<file path="src/rtl/rf_pkg.sv">
// rf_pkg: shared constants and state encoding for the write-back register file
package rf_pkg;
    localparam int DATA_W = 16;
    localparam int ADDR_W = 3;
    localparam int NREGS  = 2 ** ADDR_W;
    typedef enum logic {
        IDLE  = 1'b0,
        CLEAR = 1'b1
    } state_t;
endpackage

</file>
<file path="src/rtl/rf_clear_ctrl.sv">
// rf_clear_ctrl: clear sequencer that zeroes one register per cycle and qualifies writes
//   clk, reset  : clock, synchronous active-high reset
//   we, clr_req : write request and clear request from the datapath
//   clr_en      : array must zero entry clr_idx at the next edge
//   clr_idx     : register being cleared this cycle
//   wr_ok       : write request is accepted (IDLE only)
//   busy        : registered, high while the sequence runs
//   wr_drop     : registered one-cycle pulse after a discarded write
module rf_clear_ctrl
    import rf_pkg::*;
#(
    parameter int AW = rf_pkg::ADDR_W
) (
    input  logic          clk,
    input  logic          reset,
    input  logic          we,
    input  logic          clr_req,
    output logic          clr_en,
    output logic [AW-1:0] clr_idx,
    output logic          wr_ok,
    output logic          busy,
    output logic          wr_drop
);
    localparam logic [AW-1:0] LAST = AW'(2 ** AW - 1);
    state_t        state, state_nxt;
    logic [AW-1:0] cnt;
    always_ff @(posedge clk) begin
        if (reset) begin
            state   <= IDLE;
            cnt     <= '0;
            wr_drop <= 1'b0;
        end else begin
            state   <= state_nxt;
            cnt     <= (state == CLEAR) ? cnt + 1'b1 : '0;
            wr_drop <= (state == CLEAR) && we;
        end
    end
    // clr_req is only looked at in IDLE, so a request held through the last
    // CLEAR edge cannot extend or restart the sequence
    always_comb begin
        state_nxt = state;
        if (state == IDLE)
            state_nxt = clr_req ? CLEAR : IDLE;
        else
            state_nxt = (cnt == LAST) ? IDLE : CLEAR;
    end
    // busy comes straight from the state flop, so it is a registered output
    always_comb begin
        busy    = state == CLEAR;
        clr_en  = state == CLEAR;
        clr_idx = cnt;
        wr_ok   = (state == IDLE) && we;
    end
endmodule

</file>
<file path="src/rtl/reg_file_wb.sv">
// reg_file_wb: 8x16 write-back register file, one sync write port, two comb read ports, clear sequencer
//   clk, reset          : clock, synchronous active-high reset
//   we, w_addr, w_data  : write port fed by the write-back mux
//   r_addr_a, r_addr_b  : read indices; rd_a, rd_b combinational read data
//   clr_req             : start a clear sequence; busy high while it runs
//   wr_drop             : one-cycle pulse after a write discarded during a clear
//   REGFILE_BYPASS_EN   : when defined, accepted writes are forwarded to matching read ports
module reg_file_wb #(
    parameter int DATA_W = rf_pkg::DATA_W,
    parameter int ADDR_W = rf_pkg::ADDR_W
) (
    input  logic              clk,
    input  logic              reset,
    input  logic              we,
    input  logic [ADDR_W-1:0] w_addr,
    input  logic [DATA_W-1:0] w_data,
    input  logic [ADDR_W-1:0] r_addr_a,
    input  logic [ADDR_W-1:0] r_addr_b,
    output logic [DATA_W-1:0] rd_a,
    output logic [DATA_W-1:0] rd_b,
    input  logic              clr_req,
    output logic              busy,
    output logic              wr_drop
);
    logic [DATA_W-1:0] regs [2 ** ADDR_W];
    logic              clr_en, wr_ok;
    logic [ADDR_W-1:0] clr_idx;
    rf_clear_ctrl #(.AW(ADDR_W)) u_ctrl (
        .clk     (clk),
        .reset   (reset),
        .we      (we),
        .clr_req (clr_req),
        .clr_en  (clr_en),
        .clr_idx (clr_idx),
        .wr_ok   (wr_ok),
        .busy    (busy),
        .wr_drop (wr_drop)
    );
    // wr_ok is never high during CLEAR, so the two branches never compete
    always_ff @(posedge clk) begin
        if (reset) begin
            for (int i = 0; i < 2 ** ADDR_W; i++) regs[i] <= '0;
        end else if (clr_en) begin
            regs[clr_idx] <= '0;
        end else if (wr_ok) begin
            regs[w_addr] <= w_data;
        end
    end
`ifdef REGFILE_BYPASS_EN
    assign rd_a = (wr_ok && w_addr == r_addr_a) ? w_data : regs[r_addr_a];
    assign rd_b = (wr_ok && w_addr == r_addr_b) ? w_data : regs[r_addr_b];
`else
    assign rd_a = regs[r_addr_a];
    assign rd_b = regs[r_addr_b];
`endif
endmodule

</file>
<file path="config.mk">
export PLATFORM = sky130hd
export DESIGN_NAME = reg_file_wb
export DESIGN_NICKNAME = d
export VERILOG_FILES = /design/src/rtl/rf_pkg.sv /design/src/rtl/rf_clear_ctrl.sv /design/src/rtl/reg_file_wb.sv
export SDC_FILE = /design/constraint.sdc
export NUM_CORES = 1
export LEC_CHECK = 0
export CORE_AREA = 2 2 93 184
export CTS_BUF_LIST = sky130_fd_sc_hd__clkbuf_8
export CTS_CLUSTER_DIAMETER = 60
export DETAILED_ROUTE_END_ITERATION = 10
export DIE_AREA = 0 0 95 186
export PLACE_DENSITY_LB_ADDON = 0.3
export SLEW_MARGIN = 20
export SYNTH_ARGS = -nofsm -noshare
export SYNTH_HDL_FRONTEND = slang
export SYNTH_HIERARCHICAL = 1
export SYNTH_SLANG_ARGS = --single-unit
</file>
<file path="constraint.sdc">
create_clock -name clk -period 2.5 [get_ports clk]
set_input_delay 0.5 -clock clk [delete_from_list [all_inputs] [get_ports clk]]
set_output_delay 0.5 -clock clk [all_outputs]
set_load 0.1 [all_outputs]
</file>
==> qor.json <==
{
  "timing": {
    "tightest_slew_ns": 0.327,
    "slew-limit-headroom_pct": 77.6,
    "fin_skew_ns": 0.00570,
    "setup_viol": 0,
    "final_hold_viol_count": 0,
    "achievable-frequency_ghz": 0.405,
    "drv_slew": 0,
    "timing.hold.ws_ns": 0.566,
    "unrepaired_setup_endpoints_after_global_routing": "false",
    "post-route-period-util_pct": 98.7,
    "period_needed_ns": 2.47
  },
  "synth": {
    "synth-edff-count": 128,
    "synth_seq_area_share_pct": 55.0,
    "synthesis.yosys.warnings": 6,
    "post-synth-top-area-cell": "edfxtp_1",
    "netlist.area_leader.share_pct": 53.6,
    "post-synth-top-count-cell": "and2_1",
    "postSynthRegisterBits": 133,
    "post_synth_main_area_contributors": "edfxtp_1 (54%), mux4_2 (20%), and2_1 (12%)",
    "mappedNetlistArea_um2": 7170,
    "mapped_avg_cell_area_um2": 16.4,
    "dominantRegCellSynth": "edfxtp_1",
    "async_flop_share_pct": 0,
    "synth.lib_cells_used.distinct": 28,
    "postSynthNetCount": 468,
    "post_synth_most_frequent_cells": "and2_1 (133), edfxtp_1 (128), mux4_2 (64)",
    "postSynthCellCount": 437
  },
  "worst_setup_path": {
    "critical_path.max_stage_delay_ns": 0.35,
    "cell_with_the_biggest_individual_delay_on_the_critical_path": "bufbuf_16",
    "critical_path.n_buffers_inverters": 3,
    "crit_arrival_ns": 1.97,
    "start_kind": "primary input",
    "crit_family": "buffers and inverters",
    "critical_path_required_ns": 2.00,
    "timing.reg2reg.setup_slack_ns": 0.44,
    "critical_path.cell_chain": "dlygate4sd2_1 > bufbuf_16 > mux4_2 > mux2_2 > buf_12",
    "setup.worst_path.end_class": "output pin",
    "timing.setup.critical_path_class": "in -> out",
    "crit_path_max_fanout": 16
  },
  "hold_path": {
    "hold_path.class": "reg -> reg"
  },
  "global_routing": {
    "gr-total-overflow": 0,
    "grt_first_pass_wirelength_um": 26300,
    "grt_use_total_pct": 21.5,
    "maximum_number_of_pins_on_one_net_before_global_route_repair": 19,
    "grt_antenna_before_repair": 0,
    "first_global_vias": 4594
  },
  "die": {
    "design.core.area_um2": 16300,
    "fp.dieArea_um2": 17700,
    "io_pins": 63,
    "initial_core_util_pct": 44.0,
    "placementRows": 66,
    "die_h_um": 186,
    "floorplan.die.width_um": 95
  },
  "clock_network": {
    "path_clk_slew_ns": 0.07,
    "clock_sinks": 133,
    "number_of_hold_buffers_added_after_cts": 0,
    "tritoncts.num_buffers": 17,
    "clk_root_buffer_cell": "clkbuf_8",
    "h-tree-depth": 4,
    "clock_tree.buffer_depth": 2,
    "cts_tree": "built",
    "clkLatencyLatePin_ns": 0.44
  },
  "power": {
    "p_per_area_nw_per_um2": 614,
    "leakage_nw": 3.34,
    "vdd_ir_drop_max_v": 0.000367,
    "design_power_total_mw": 5.56
  },
  "drt": {
    "detailedRoute.firstPassIterationCount": 5,
    "post_drt_via_cell_ratio": 5.66,
    "drtAntennaViolNets": 0,
    "drc": 0,
    "route.detailed.wl_per_inst_um": 23.6,
    "route.vias.total": 4168,
    "drt_wl_total_um": 17400,
    "first_iter_violations": 293
  },
  "run_status": {
    "run_status": "completed"
  },
  "final_layout": {
    "finish.net_count": 551,
    "n_antenna_cell": 0,
    "area.growth.synth_to_final_pct": 26.3,
    "final_layout_size_suffix_gt1_share_pct": 37.9,
    "final_util_pct": 55.6
  },
  "placement": {
    "globalplace.congestion": 0.839,
    "place_hpwl_um": 10600,
    "count_of_input_and_output_buffers": 62
  },
  "run": {
    "timing.max_cap.violations": 0
  }
}
## worst register-to-register path: stages, from the launching register on
cell	delay (ns)
dfxtp_2	0.38
and2b_1	0.22
or3b_2	0.46
a21oi_1	0.29
a21o_1	0.21
buf_12	0.20
## registers in the layout (all words and copies together) (netlist names)
signal          count
u_ctrl/clr_idx      3
regs              128
u_ctrl/busy         1
u_ctrl/wr_drop      1
## metrics by stage
stage / std cells / setup TNS (ns) / instance area, µm² / setup WS [ns]
floorplan: 437 / 0 / 7170 / 0.172
global placement: 703 / -4.27 / 8640 / -0.112
detailed placement: 703 / -5.46 / 8640 / -0.117
CTS: 737 / 0 / 9050 / 0.0379
global route: 737 / 0 / 9050 / 0.00499
finish: 737 / 0 / 9050 / 0.0335
## metal layers
metal	global-route usage, %	wire [µm]	vias to the layer above
met4	8.64	474	0
met3	3.68	860	33
met1	23.9	6160	2133
met5	0	0	-
li1	-	-	1859
met2	39.7	9890	143
## cell usage in the layout (no fill, tap or decap)
master,netlist,layout
nor2_4,3,3
ha_1,2,2
nand3b_1,1,1
clkbuf_8,0,17
nor2b_4,1,1
edfxtp_1,128,128
dfxtp_2,0,1
clkinv_1,0,3
or4b_4,1,1
nand4bb_1,1,1
clkinvlp_4,0,3
clkinv_4,0,4
nor2_1,5,5
mux4_2,64,64
bufinv_16,0,1
buf_4,2,9
and2_1,133,133
clkinv_2,0,3
a2111oi_4,2,2
and2b_1,2,2
or3b_2,1,1
dlygate4sd2_1,0,2
nor3b_2,1,1
or2_1,1,1
inv_1,0,1
buf_2,2,2
buf_12,0,53
mux2_2,32,32
clkdlybuf4s50_1,0,24
dfxtp_1,5,4
o21bai_2,0,2
nand2_1,3,3
mux2i_1,4,4
a21oi_1,3,3
a21o_1,6,6
bufbuf_16,0,2
nand2b_1,8,8
## power breakdown
group          internal (mW)  switching [mW]  total, mW
clock                  0.768           0.832       1.60
combinational          0.571           0.791       1.36
sequential              2.54          0.0510       2.60
## area by class of cell
cell class                      instances  area, µm²
Clock inverter                         15        118
Timing Repair Buffer                   92       1460
Clock buffer                           17        234
Sequential cell                       133       3950
Tap cell                              204        255
Multi-Input combinational cell        276       3040
Fill cell                            1285       7220
## worst paths after layout
| kind | startpoint | cells past startpoint | endpoint |
|---|---|---|---|
| hold reg to reg | u_ctrl/busy$_SDFF_PP0_ | 2 | u_ctrl/busy$_SDFF_PP0_ |
| setup / recovery | r_addr_a[1] | 5 | rd_a[0] |
| setup reg to reg | u_ctrl/busy$_SDFF_PP0_ | 5 | regs[4][14]$_SDFFCE_PN0P_ |
| hold / removal | u_ctrl/busy$_SDFF_PP0_ | 2 | u_ctrl/busy$_SDFF_PP0_ |
## kinds of logic (layout without fill, tap and decap cells)
logic type | Yosys count | in the layout | share of synthesized area [%]
buffers and inverters | 28 | 124 | 2.65
flip-flops | 133 | 133 | 55.0
AND/OR/NAND/NOR | 161 | 161 | 14.4
AO/OA/AOI/OAI | 13 | 13 | 1.82
adder cells (fa/ha/maj) | 2 | 2 | 0.349
multiplexers | 100 | 100 | 25.7
## timing repair
action	4_1_cts	5_1_grt
resized for setup	2	0
setup endpoints to repair	32	0
buffers inserted	0	0
hold endpoints to repair	0	0
No activity file was read; power rests on OpenSTA's default activity.
